==> config.mk <==
export PLATFORM = sky130hd
export DESIGN_NAME = vga_timing_controller
export DESIGN_NICKNAME = d
export VERILOG_FILES = /design/src/rtl/vga_timing_controller.sv
export SDC_FILE = /design/constraint.sdc
export NUM_CORES = 1
export LEC_CHECK = 0
export CELL_PAD_IN_SITES_DETAIL_PLACEMENT = 0
export CELL_PAD_IN_SITES_GLOBAL_PLACEMENT = 1
export CORE_UTILIZATION = 30
export CTS_CLUSTER_DIAMETER = 200
export DETAILED_ROUTE_END_ITERATION = 7
export PLACE_DENSITY = 0.66
export REMOVE_ABC_BUFFERS = 1
export SYNTH_ARGS = -nofsm -noshare
export SYNTH_HDL_FRONTEND = slang
export SYNTH_SLANG_ARGS = --single-unit
==> constraint.sdc <==
create_clock -name clk -period 3.5 [get_ports clk]
set_input_delay 0.35 -clock clk [delete_from_list [all_inputs] [get_ports clk]]
set_output_delay 0.35 -clock clk [all_outputs]
set_load 0.02 [all_outputs]
==> src/rtl/vga_timing_controller.sv <==
// Purpose : 640x480@60 scan timing generator; issues pixelX/pixelY and turns returned RRRGGGBB colour into DAC RGB/sync/blank.
// Latency : coordinates and startOfFrame are undelayed; every DAC-side output lags its coordinate by PIPE_DELAY+1 clocks.
// Backpressure : none; free-running at one pixel per clock, RGB_in is expected PIPE_DELAY clocks after its coordinate.
//
// Ports:
//   clk, reset            pixel clock, asynchronous active-high reset
//   RGB_in[7:0]           {R[2:0],G[2:0],B[1:0]} from the drawing pipeline
//   pixelX/pixelY[10:0]   scan coordinates (driven through blanking too)
//   startOfFrame          one-cycle pulse with coordinate (0,0)
//   red/green/blue[7:0]   bit-replicated DAC colour, zero outside active video
//   hSync, vSync, blankN  delayed sync (polarity SYNC_ACTIVE) and active-video flag
module vga_timing_controller #(
    parameter int   H_ACTIVE    = 640,
    parameter int   H_FP        = 16,
    parameter int   H_SYNC      = 96,
    parameter int   H_BP        = 48,
    parameter int   V_ACTIVE    = 480,
    parameter int   V_FP        = 10,
    parameter int   V_SYNC      = 2,
    parameter int   V_BP        = 33,
    parameter logic SYNC_ACTIVE = 1'b0,
    parameter int   PIPE_DELAY  = 1
) (
    input  logic        clk,
    input  logic        reset,
    input  logic [7:0]  RGB_in,
    output logic [10:0] pixelX,
    output logic [10:0] pixelY,
    output logic        startOfFrame,
    output logic [7:0]  red,
    output logic [7:0]  green,
    output logic [7:0]  blue,
    output logic        hSync,
    output logic        vSync,
    output logic        blankN
);

    localparam int H_TOTAL = H_ACTIVE + H_FP + H_SYNC + H_BP;
    localparam int V_TOTAL = V_ACTIVE + V_FP + V_SYNC + V_BP;

    localparam logic [10:0] H_LAST   = 11'(H_TOTAL - 1);
    localparam logic [10:0] V_LAST   = 11'(V_TOTAL - 1);
    localparam logic [10:0] H_ACT    = 11'(H_ACTIVE);
    localparam logic [10:0] V_ACT    = 11'(V_ACTIVE);
    localparam logic [10:0] HS_FIRST = 11'(H_ACTIVE + H_FP);
    localparam logic [10:0] HS_LAST  = 11'(H_ACTIVE + H_FP + H_SYNC - 1);
    localparam logic [10:0] VS_FIRST = 11'(V_ACTIVE + V_FP);
    localparam logic [10:0] VS_LAST  = 11'(V_ACTIVE + V_FP + V_SYNC - 1);

    generate
        if (PIPE_DELAY < 1 || PIPE_DELAY > 4) begin : g_bad_pipe_delay
            $error("vga_timing_controller: PIPE_DELAY must be in 1..4");
        end
        if (H_TOTAL > 2048 || V_TOTAL > 2048) begin : g_bad_totals
            $error("vga_timing_controller: H_TOTAL/V_TOTAL must fit in 11 bits");
        end
    endgenerate

    // Timing bit layout inside the delay line.
    localparam int B_ACT = 0;
    localparam int B_HS  = 1;
    localparam int B_VS  = 2;

    logic [10:0] h_next;
    logic [10:0] v_next;
    logic        started;
    logic [2:0]  raw_timing;
    logic [2:0]  dly [PIPE_DELAY];
    logic [2:0]  dly_out;
    logic [2:0]  r3;
    logic [2:0]  g3;
    logic [1:0]  b2;

    // pixelX/pixelY are themselves the scan counters.
    always_comb begin
        h_next = pixelX + 11'd1;
        v_next = pixelY;
        if (pixelX == H_LAST) begin
            h_next = 11'd0;
            v_next = (pixelY == V_LAST) ? 11'd0 : pixelY + 11'd1;
        end
    end

    // The first edge after reset holds (0,0) and flags startOfFrame;
    // counting starts on the edge after that.
    always_ff @(posedge clk or posedge reset) begin
        if (reset) begin
            pixelX       <= 11'd0;
            pixelY       <= 11'd0;
            startOfFrame <= 1'b0;
            started      <= 1'b0;
        end else if (!started) begin
            started      <= 1'b1;
            startOfFrame <= 1'b1;
        end else begin
            pixelX       <= h_next;
            pixelY       <= v_next;
            startOfFrame <= (h_next == 11'd0) && (v_next == 11'd0);
        end
    end

    // Raw timing in coordinate time. Active is held off until counting has
    // started so the reset-time (0,0) never reaches the DAC as a pixel.
    always_comb begin
        raw_timing        = 3'b000;
        raw_timing[B_ACT] = started && (pixelX < H_ACT) && (pixelY < V_ACT);
        raw_timing[B_HS]  = (pixelX >= HS_FIRST) && (pixelX <= HS_LAST);
        raw_timing[B_VS]  = (pixelY >= VS_FIRST) && (pixelY <= VS_LAST);
    end

    // Delay line matching the drawing pipeline latency.
    always_ff @(posedge clk or posedge reset) begin
        if (reset) begin
            for (int i = 0; i < PIPE_DELAY; i++) begin
                dly[i] <= 3'b000;
            end
        end else begin
            dly[0] <= raw_timing;
            for (int i = 1; i < PIPE_DELAY; i++) begin
                dly[i] <= dly[i-1];
            end
        end
    end

    assign dly_out = dly[PIPE_DELAY-1];

    assign r3 = RGB_in[7:5];
    assign g3 = RGB_in[4:2];
    assign b2 = RGB_in[1:0];

    // Output register: RGB_in is captured on the same edge its timing bits
    // leave the delay line, so colour, sync and blank stay aligned.
    always_ff @(posedge clk or posedge reset) begin
        if (reset) begin
            red    <= 8'd0;
            green  <= 8'd0;
            blue   <= 8'd0;
            hSync  <= ~SYNC_ACTIVE;
            vSync  <= ~SYNC_ACTIVE;
            blankN <= 1'b0;
        end else begin
            blankN <= dly_out[B_ACT];
            hSync  <= dly_out[B_HS] ? SYNC_ACTIVE : ~SYNC_ACTIVE;
            vSync  <= dly_out[B_VS] ? SYNC_ACTIVE : ~SYNC_ACTIVE;
            if (dly_out[B_ACT]) begin
                // Bit replication maps full-scale codes to 8'hFF.
                red   <= {r3, r3, r3[2:1]};
                green <= {g3, g3, g3[2:1]};
                blue  <= {b2, b2, b2, b2};
            end else begin
                red   <= 8'd0;
                green <= 8'd0;
                blue  <= 8'd0;
            end
        end
    end

endmodule

==> results of run 1 <==
==> cell type report <==
class / count / area (um2)
Timing Repair Buffer: 60 / 598
Sequential cell: 38 / 953
Clock inverter: 3 / 68.8
Multi-Input combinational cell: 168 / 1020
Inverter: 9 / 33.8
Clock buffer: 5 / 68.8
Tap cell: 96 / 120
Fill cell: 673 / 4080
==> cells in the mapped netlist, types with 4 or more instances <==
cell type	count
and3_1	4
and2_1	9
dfrtp_1	36
buf_2	4
a21oi_1	10
buf_4	17
xnor2_1	9
o21ai_0	25
nand3_1	12
clkbuf_1	7
or4_1	4
nor3_1	6
nand4_1	9
inv_1	9
nor2_1	15
ha_1	4
o31ai_1	5
nand2_1	18
==> metrics by stage <==
stage	cells	total power, mW	hold slack, ps	util
2_1_floorplan	215	0.710	337	-
3_3_place_gp	371	0.855	338	0.393
3_5_place_dp	371	0.858	343	0.393
4_1_cts	379	1.31	355	0.412
5_1_grt	379	1.36	370	0.412
6_report	379	1.30	354	0.412
==> critical path: stages, from the launching register on <==
cell and delay, ps:
dfrtp_1 400, ha_1 270, and4_1 400, and4_1 410, nand2_4 130, or2_1 360, or4_1 520, nand2_1 70
==> worst max-delay path by stage <==
stage | startpoint | slack (ps) | endpoint
2_1_floorplan | pixelX[1]$_DFFE_PP0P_ | 1050 | pixelY[9]$_DFFE_PP0P_
3_3_place_gp | pixelX[0]$_DFFE_PP0P_ | 960 | pixelY[9]$_DFFE_PP0P_
3_5_place_dp | pixelX[0]$_DFFE_PP0P_ | 890 | pixelY[9]$_DFFE_PP0P_
4_1_cts | pixelX[1]$_DFFE_PP0P_ | 890 | pixelY[9]$_DFFE_PP0P_
5_1_grt | pixelX[1]$_DFFE_PP0P_ | 660 | pixelY[9]$_DFFE_PP0P_
6_report | pixelX[1]$_DFFE_PP0P_ | 880 | pixelY[9]$_DFFE_PP0P_
==> logic make-up after synthesis <==
logic type / after synthesis
AO/OA/AOI/OAI: 53
XOR/XNOR: 11
adder cells (fa/ha/maj): 4
buffers and inverters: 41
flip-flops: 38
multiplexers: 3
other: 1
AND/OR/NAND/NOR: 96
==> per-layer routing <==
layer / share of wire / vias to the layer above / track usage
met5: 0 / - / 0
met4: 0.016 / 0 / 0.0492
met3: 0.071 / 8 / 0.0339
met2: 0.44 / 83 / 0.229
met1: 0.47 / 865 / 0.196
li1: - / 926 / -
==> layout by cell type (no fill, tap or decap), types with 2 or more instances in the layout <==
cell type / instances
or2_2: 2
xnor2_1: 9
nand2_1: 18
nand3_1: 12
o21ai_0: 25
nor2b_1: 2
nor2_1: 15
or4_1: 4
o31ai_1: 5
nand2b_1: 3
inv_1: 9
bufinv_16: 2
o22ai_1: 2
and2_1: 9
mux2_2: 3
dfrtp_1: 36
ha_1: 4
a31oi_1: 3
clkbuf_8: 5
nor4_1: 3
dfstp_2: 2
nor3_1: 6
and4_1: 3
a21oi_1: 10
nor4bb_1: 2
and3_1: 4
xor2_1: 2
nand4_1: 9
clkdlybuf4s50_1: 59
==> power by group through the flow <==
stage	clock (mW)	sequential, mW	combinational [mW]
floorplan	0	0.599	0.111
global placement	0	0.555	0.300
detailed placement	0	0.556	0.302
CTS	0.463	0.547	0.303
global route	0.486	0.557	0.321
finish	0.452	0.547	0.297
==> flip-flops by register name (all words and copies together), names as in the netlist <==
register and cells:
dly 3, pixelY 11, pixelX 11, red 3, started 1, startOfFrame 1
blankN 1, blue 2, green 3, hSync 1, vSync 1
==> metrics, run 1 <==
Avg Vias per Cell=4.97; Comb pwr share=0.229; largest family of logic cells by synthesized area=simple AND/OR/NAND/NOR gates; overflow left after global routing=0; leakage power=1.11 nW; R2R depth=7; Resized cells post-CTS=0; Die X=87.9 um; WS Path Type=reg2reg; Worst-Skew Late Latency=290 ps; Hold Vio Cnt, Final=0; Std-Cell Rows=30; distinct cell type count after synthesis=44; syn avg cell area=8.96 um2; relative slew slack=0.552; Worst Setup Start Kind=flip-flop; endpoints failing setup=0; reg2reg end=pixelY[9]$_DFFE_PP0P_; RSZ-0062 raised after global routing=no; Total Wirelength=5390 um; core area=6940 um2; Internal=0.911 mW; flops & latches, synth=38; first-pass GRT wire length=8690 um; Post-DP HPWL=3750 um; Post-Syn Area=2210 um2; largest net degree at the start of global routing=39; Max IR drop VDD=0.169 mV; endpoint class of the critical path=flip-flop; WL/cell=14.2 um; sw power=0.386 mW; Least-Margin Pin Slew=673 ps; input/output buffers=59; routability congestion estimate=0.777; CTS tree=yes; drt first pass iters=4; Yosys top cell area share=0.407; Syn Inst Count=247; HP Start=dly[1]$_DFF_PP0_; post-synthesis sequential area ratio=0.431; Hold Crit Class=reg2reg; post-synthesis adder-cell area fraction=0.0226; ANT cells=0; worst r2r src=pixelX[1]$_DFFE_PP0P_; vias in the first global route=1714; Setup Buffers After CTS=0; pre-CTS WS=892 ps; worst hold path depth=1; power density over the cells=453 nW/um2; cell type with the largest total area after synthesis=dfrtp_1; Placed Area=2730 um2; Sink Count=38; Hold EP=hSync$_DFF_PP1_; CTS root buf=clkbuf_8; die height=87.9 um; multiplexer share of the synthesized area=0.0153; Ports=60; clock skew=6.93 ps; post-route cell area=2860 um2; CP Data Arrival Time=2860 ps; simple-gate area share of the yosys netlist=0.238; NumNets Final=296; area grow syn2layout=29.5%; Post-synth ARST share=1.00; post-route setup TNS=0 ps; fin worst setup slack=878 ps; clock power share=0.349; Pins Over Slew Limit=0; Post-synth EDFFs=0; fmax=0.381 GHz; All-Layer GR Usage=0.146; die area=7720 um2; Max Root-Sink Buffers=2; number of DRC markers in iteration 0=80; outcome=finished clean; Worst Path Required=3730 ps; Max H-tree Level=2; clock buffer count from CTS=5; top area cells in the synthesized netlist=dfrtp_1, buf_4, o21ai_0; switch share=0.297; Seq pwr share=0.422; Synth warnings=0; Synth Area in Compound Gates=0.141; Vias=1882; Initial Utilization=0.319; Max Cap Violations=0; layout cells sized above 1=0.0601; Clock Pin Slew Worst Setup and Hold Paths=80 ps; final worst path period need=2620 ps; antenna viol nets, final=0; antenna violations before repair=0; hold buffers post-CTS=0; Post-Synth XOR/XNOR Area=0.0436; critical path peak fanout=10; period utilisation layout=0.749; Synth Flop Type=dfrtp_1; r2r setup slk=880 ps; detailed-route DRC error count=0
Power figures use the tool's default switching activity.
==> run 2: changes to the inputs <==
==> constraint.sdc (replaced) <==
create_clock -name clk -period 2.7 [get_ports clk]
set_input_delay 0.27 -clock clk [delete_from_list [all_inputs] [get_ports clk]]
set_output_delay 0.27 -clock clk [all_outputs]
set_load 0.02 [all_outputs]
==> run 2 against run 1 <==
Highest routed layer unchanged. Combinational power rose by 38%. Cell area rose by 2.6%. Largest power group unchanged. Sequential share of layout area fell by 0.85 points. Total power rose by 31%. Die area did not move. Largest cell class unchanged. Maximum frequency rose by 9.5%. Via count rose by 3.0%. Clock-buffer cell count did not move. Critical path depth fell by 1. Register-to-register slack got worse by 570 ps. Cell count rose by 2.6%.
==> metrics, run 2 (synthesis gave the netlist of run 1 again) <==
outcome=finished clean (unchanged); RSZ-0062 raised after global routing=no (unchanged); Resized cells post-CTS=0 (unchanged); NumNets Final=306 (was 296); Setup Buffers After CTS=0 (unchanged); fmax=0.417 GHz (was 0.381 GHz); area grow syn2layout=32.9% (was 29.5%); CTS tree=yes (unchanged); Ports=60 (unchanged); drt first pass iters=4 (unchanged); met3 GRT Util=0.0330 (was 0.0339); Total Wirelength=5590 um (was 5390 um); biggest regs=pixelX (11), pixelY (11) (unchanged); Hold Vio Cnt, Final=0 (unchanged); endpoints failing setup=0 (unchanged); r2r setup slk=300 ps (was 880 ps); Worst Path Required=2890 ps (was 3730 ps); HP Start=dly[2]$_DFF_PP0_ (was dly[1]$_DFF_PP0_); All-Layer GR Usage=0.154 (was 0.146); worst r2r src=pixelX[0]$_DFFE_PP0P_ (was pixelX[1]$_DFFE_PP0P_); WL/cell=14.4 um (was 14.2 um); ANT cells=0 (unchanged); largest net degree at the start of global routing=39 (unchanged); Max H-tree Level=2 (unchanged); overflow left after global routing=0 (unchanged); leakage power=1.16 nW (was 1.11 nW); die height=87.9 um (unchanged); reg2reg end=startOfFrame$_DFF_PP0_ (was pixelY[9]$_DFFE_PP0P_); Clock Pin Slew Worst Setup and Hold Paths=80 ps (about the same); Worst-Skew Late Latency=290 ps (about the same); Initial Utilization=0.319 (unchanged); die area=7720 um2 (unchanged); post-route setup TNS=0 ps (unchanged); clock skew=3.34 ps (was 6.93 ps); critical path peak fanout=10 (unchanged); Top Usage Layer GRT=met2 (unchanged); most frequent cells in the layout=clkdlybuf4s50_1, dfrtp_1, o21ai_0, nand2_1, nor2_1 (unchanged); final worst path period need=2400 ps (was 2620 ps); hold buffers post-CTS=0 (unchanged); core area=6940 um2 (unchanged); Max Root-Sink Buffers=2 (unchanged); crit path launch=pixelX[0]$_DFFE_PP0P_ (was pixelX[1]$_DFFE_PP0P_); Pins Over Slew Limit=0 (unchanged); Sink Count=38 (unchanged); Max IR drop VDD=0.288 mV (was 0.169 mV); layout cells sized above 1=0.0922 (was 0.0601); worst setup path endpoint=startOfFrame$_DFF_PP0_ (was pixelY[9]$_DFFE_PP0P_); Non-Filler Instances=389 (was 379); Post-DP HPWL=4030 um (was 3750 um); WS Path Type=reg2reg (unchanged); grt met1 use=0.208 (was 0.196); Std-Cell Rows=30 (unchanged); endpoint class of the critical path=flip-flop (unchanged); number of DRC markers in iteration 0=119 (was 80); CTS root buf=clkbuf_8 (unchanged); placed insts=381 (was 371); Die X=87.9 um (unchanged); period utilisation layout=0.887 (was 0.749); Max Cap Violations=0 (unchanged); power density over the cells=578 nW/um2 (was 453 nW/um2); first-pass GRT wire length=9070 um (was 8690 um); CP Data Arrival Time=2580 ps (was 2860 ps); Least-Margin Pin Slew=505 ps (was 673 ps); antenna viol nets, final=0 (unchanged); Vias=1938 (was 1882); commonest non-fill, non-tap cell in the layout=clkdlybuf4s50_1 (unchanged); met2 usage=0.247 (was 0.229); antenna violations before repair=0 (unchanged); Hold Crit Class=reg2reg (unchanged); Worst Setup Start Kind=flip-flop (unchanged); vias in the first global route=1762 (was 1714); clock buffer count from CTS=5 (unchanged); R2R depth=6 (was 7); Avg Vias per Cell=4.98 (was 4.97); relative slew slack=0.660 (was 0.552); input/output buffers=59 (unchanged); detailed-route DRC error count=0 (unchanged); routability congestion estimate=0.823 (was 0.777)
[run 2: cell type report]
class                           instances  area, um2
Clock inverter                          3       68.8
Timing Repair Buffer                   70        673
Inverter                                9       33.8
Multi-Input combinational cell        168       1020
Tap cell                               96        120
Fill cell                             684       4010
Sequential cell                        38        953
Clock buffer                            5       68.8
[run 2: through the flow]
step                utilization  hold WS, ps  instance area, um2  power (mW)  worst slack (ps)
finish                    0.423          346                2940        1.70               304
floorplan                     -          337                2010       0.921               252
detailed placement        0.403          340                2800        1.12               327
global route              0.423          361                2940        1.79              89.9
CTS                       0.423          348                2940        1.72               312
global placement          0.403          339                2800        1.12               375
[run 2: worst min path at each step]
stage,slack [ps],cells past startpoint,end
6_report,350,1,vSync$_DFF_PP1_
5_1_grt,360,1,hSync$_DFF_PP1_
4_1_cts,350,1,vSync$_DFF_PP1_
3_5_place_dp,340,1,vSync$_DFF_PP1_
3_3_place_gp,340,1,hSync$_DFF_PP1_
2_1_floorplan,340,1,hSync$_DFF_PP1_
[run 2: where the power goes]
part           internal [mW]  switching [mW]
Sequential             0.617          0.0777
Combinational          0.202           0.209
Clock                  0.370           0.221
[run 2: critical path: stages (launching register included)]
cell     delay, ps
dfrtp_1        400
ha_1           260
and4_1         410
nand4_1        470
o22ai_1        310
nand3_1        100
o41ai_1        340
[run 2: metal layers]
layer,share of wire,routed length [um]
met5,0,0
met4,0.011,61
met3,0.053,296
met2,0.46,2570
met1,0.48,2660
==> run 3: changes to the inputs <==
--- a/config.mk
+++ b/config.mk
@@ -5,12 +5,13 @@
 export SDC_FILE = /design/constraint.sdc
 export NUM_CORES = 1
 export LEC_CHECK = 0
+export CAP_MARGIN = 20
 export CELL_PAD_IN_SITES_DETAIL_PLACEMENT = 0
 export CELL_PAD_IN_SITES_GLOBAL_PLACEMENT = 1
-export CORE_UTILIZATION = 30
+export CORE_UTILIZATION = 36
 export CTS_CLUSTER_DIAMETER = 200
 export DETAILED_ROUTE_END_ITERATION = 7
-export PLACE_DENSITY = 0.66
+export PLACE_DENSITY = 0.77
 export REMOVE_ABC_BUFFERS = 1
 export SYNTH_ARGS = -nofsm -noshare
 export SYNTH_HDL_FRONTEND = slang
==> run 3 against run 2 <==
Cell area decreased by 2.3%. Clock-buffer cell count up 1. Routed wire length decreased by 3.7%. Critical endpoint unchanged.
==> metrics, run 3 (synthesis gave the netlist of run 1 again) <==
outcome=finished clean (unchanged); number of DRC markers in iteration 0=167 (was 119); endpoint class of the critical path=flip-flop (unchanged); clock skew=10.1 ps (was 3.34 ps); Ports=60 (unchanged); Setup Buffers After CTS=0 (unchanged); CP Data Arrival Time=2620 ps (was 2580 ps); RSZ-0062 raised after global routing=no (unchanged); Worst Setup Start Kind=flip-flop (unchanged); Total Wirelength=5380 um (was 5590 um); final worst path period need=2440 ps (was 2400 ps); Initial Utilization=0.374 (was 0.319); clock buffer count from CTS=5 (unchanged); layout cells sized above 1=0.0922 (unchanged); routability congestion estimate=0.828 (was 0.823); Avg Vias per Cell=5.26 (was 4.98); Pwr Total=1.52 mW (was 1.70 mW); die height=80.4 um (was 87.9 um); Fill cells=565 (was 684); Max IR drop VDD=0.248 mV (was 0.288 mV); period utilisation layout=0.904 (was 0.887); Sink Count=38 (unchanged); power density over the cells=530 nW/um2 (was 578 nW/um2); Max Root-Sink Buffers=2 (unchanged); Worst path top cell family by delay=simple AND/OR/NAND/NOR gates (unchanged); NumNets Final=306 (unchanged); largest stage delay on the critical path=560 ps (was 470 ps); fin util=0.485 (was 0.423); antenna viol nets, final=0 (unchanged); most frequent cells in the layout=clkdlybuf4s50_1, dfrtp_1, o21ai_0, nand2_1, nor2_1 (unchanged); All-Layer GR Usage=0.180 (was 0.154); critical path peak fanout=14 (was 10); biggest regs=pixelX (11), pixelY (11) (unchanged); Least-Margin Pin Slew=544 ps (was 505 ps); endpoints failing setup=0 (unchanged); WS Path Type=reg2reg (unchanged); Max H-tree Level=2 (unchanged); drt first pass iters=4 (unchanged); overflow left after global routing=0 (unchanged); Cell Chain, Critical Path=inv_1 > ha_1 > nor4bb_1 > and4_1 > nor3_1 > a211oi_1 > nand3_1 > o41ai_1 (was ha_1 > and4_1 > nand4_1 > o22ai_1 > nand3_1 > o41ai_1); hold buffers post-CTS=0 (unchanged); input/output buffers=59 (unchanged); detailed-route DRC error count=0 (unchanged); fmax=0.410 GHz (was 0.417 GHz); Hold Crit Class=reg2reg (unchanged); post-route setup TNS=0 ps (unchanged); Die X=80.4 um (was 87.9 um); leakage power=1.14 nW (was 1.16 nW); Clock Pin Slew Worst Setup and Hold Paths=80 ps (about the same); Vias=1936 (was 1938); Worst-Skew Late Latency=290 ps (about the same); Post-DP HPWL=3820 um (was 4030 um); Pins Over Slew Limit=0 (unchanged); Std-Cell Rows=28 (was 30); Worst Path Required=2880 ps (was 2890 ps); Buffers & Inverters on Critical Path=1 (was 0); commonest non-fill, non-tap cell in the layout=clkdlybuf4s50_1 (unchanged); ANT cells=0 (unchanged); largest net degree at the start of global routing=39 (unchanged); relative slew slack=0.635 (was 0.660); CTS tree=yes (unchanged); vias in the first global route=1677 (was 1762); CTS root buf=clkbuf_8 (unchanged); antenna violations before repair=0 (unchanged); Hold Vio Cnt, Final=0 (unchanged); Resized cells post-CTS=0 (unchanged); CP max-delay cell=and4_1 (was nand4_1); area grow syn2layout=29.8% (was 32.9%); first-pass GRT wire length=8810 um (was 9070 um); core area=5920 um2 (was 6940 um2); die area=6460 um2 (was 7720 um2); Max Cap Violations=0 (unchanged); WL/cell=14.6 um (was 14.4 um)
run 3: cell types whose count changed in the layout (fill, tap and decap cells not counted):
cell	before	now
clkinvlp_4	0	1
clkinv_2	0	1
clkinv_4	1	0
clkbuf_8	5	6
bufinv_16	2	0
run 3: final timing paths:
check                                      start                endpoint  slack, ps  cells after the start
min in group asynchronous                  reset   pixelY[3]$_DFFE_PP0P_        390                      3
max in group asynchronous                  reset         hSync$_DFF_PP1_       1950                      3
max                        pixelY[0]$_DFFE_PP0P_  startOfFrame$_DFF_PP0_        260                      8
min                             dly[2]$_DFF_PP0_         vSync$_DFF_PP1_        360                      1
max reg2reg                pixelY[0]$_DFFE_PP0P_  startOfFrame$_DFF_PP0_        260                      8
min reg2reg                     dly[2]$_DFF_PP0_         vSync$_DFF_PP1_        360                      1
run 3: worst reg2reg max path: stages, from the launching register on:
cell	delay, ps
dfrtp_1	480
inv_1	120
ha_1	140
nor4bb_1	240
and4_1	560
nor3_1	100
a211oi_1	220
nand3_1	110
o41ai_1	350
run 3: stage by stage:
step	cells	cell area, um2	worst slack [ps]	hold slack (ps)
after CTS	368	2870	302	360
final	368	2870	260	360
after global routing	368	2870	64.4	368
after detailed placement	360	2780	300	348
after floorplan	215	2010	252	337
after global placement	360	2780	394	337
run 3: area by class of cell:
class | instances | area [um2] | share of cell area
multi-input cells | 168 | 1020 | 0.356
flip-flops and latches | 38 | 953 | 0.332
repair buffers | 70 | 673 | 0.235
well taps | 75 | 93.8 | 0.0327
clock buffers | 6 | 82.6 | 0.0288
inverters | 9 | 33.8 | 0.0118
clock inverters | 2 | 12.5 | 0.00436
run 3: per-layer routing:
layer  up-vias  wire (um)  share of wire  track usage
met5         -          0              0            0
met4         0         72          0.013       0.0661
met3         7        435          0.081       0.0318
met2        88       2420           0.45        0.260
met1       905       2460           0.46        0.264
li1        936          -              -            -
run 3: where the power goes:
group	switching [mW]	internal [mW]	leakage (nW)	total, mW
combinational	0.206	0.203	0.599	0.409
clock	0.208	0.205	0.0472	0.414
sequential	0.0816	0.617	0.496	0.699
total	0.496	1.03	1.14	1.52
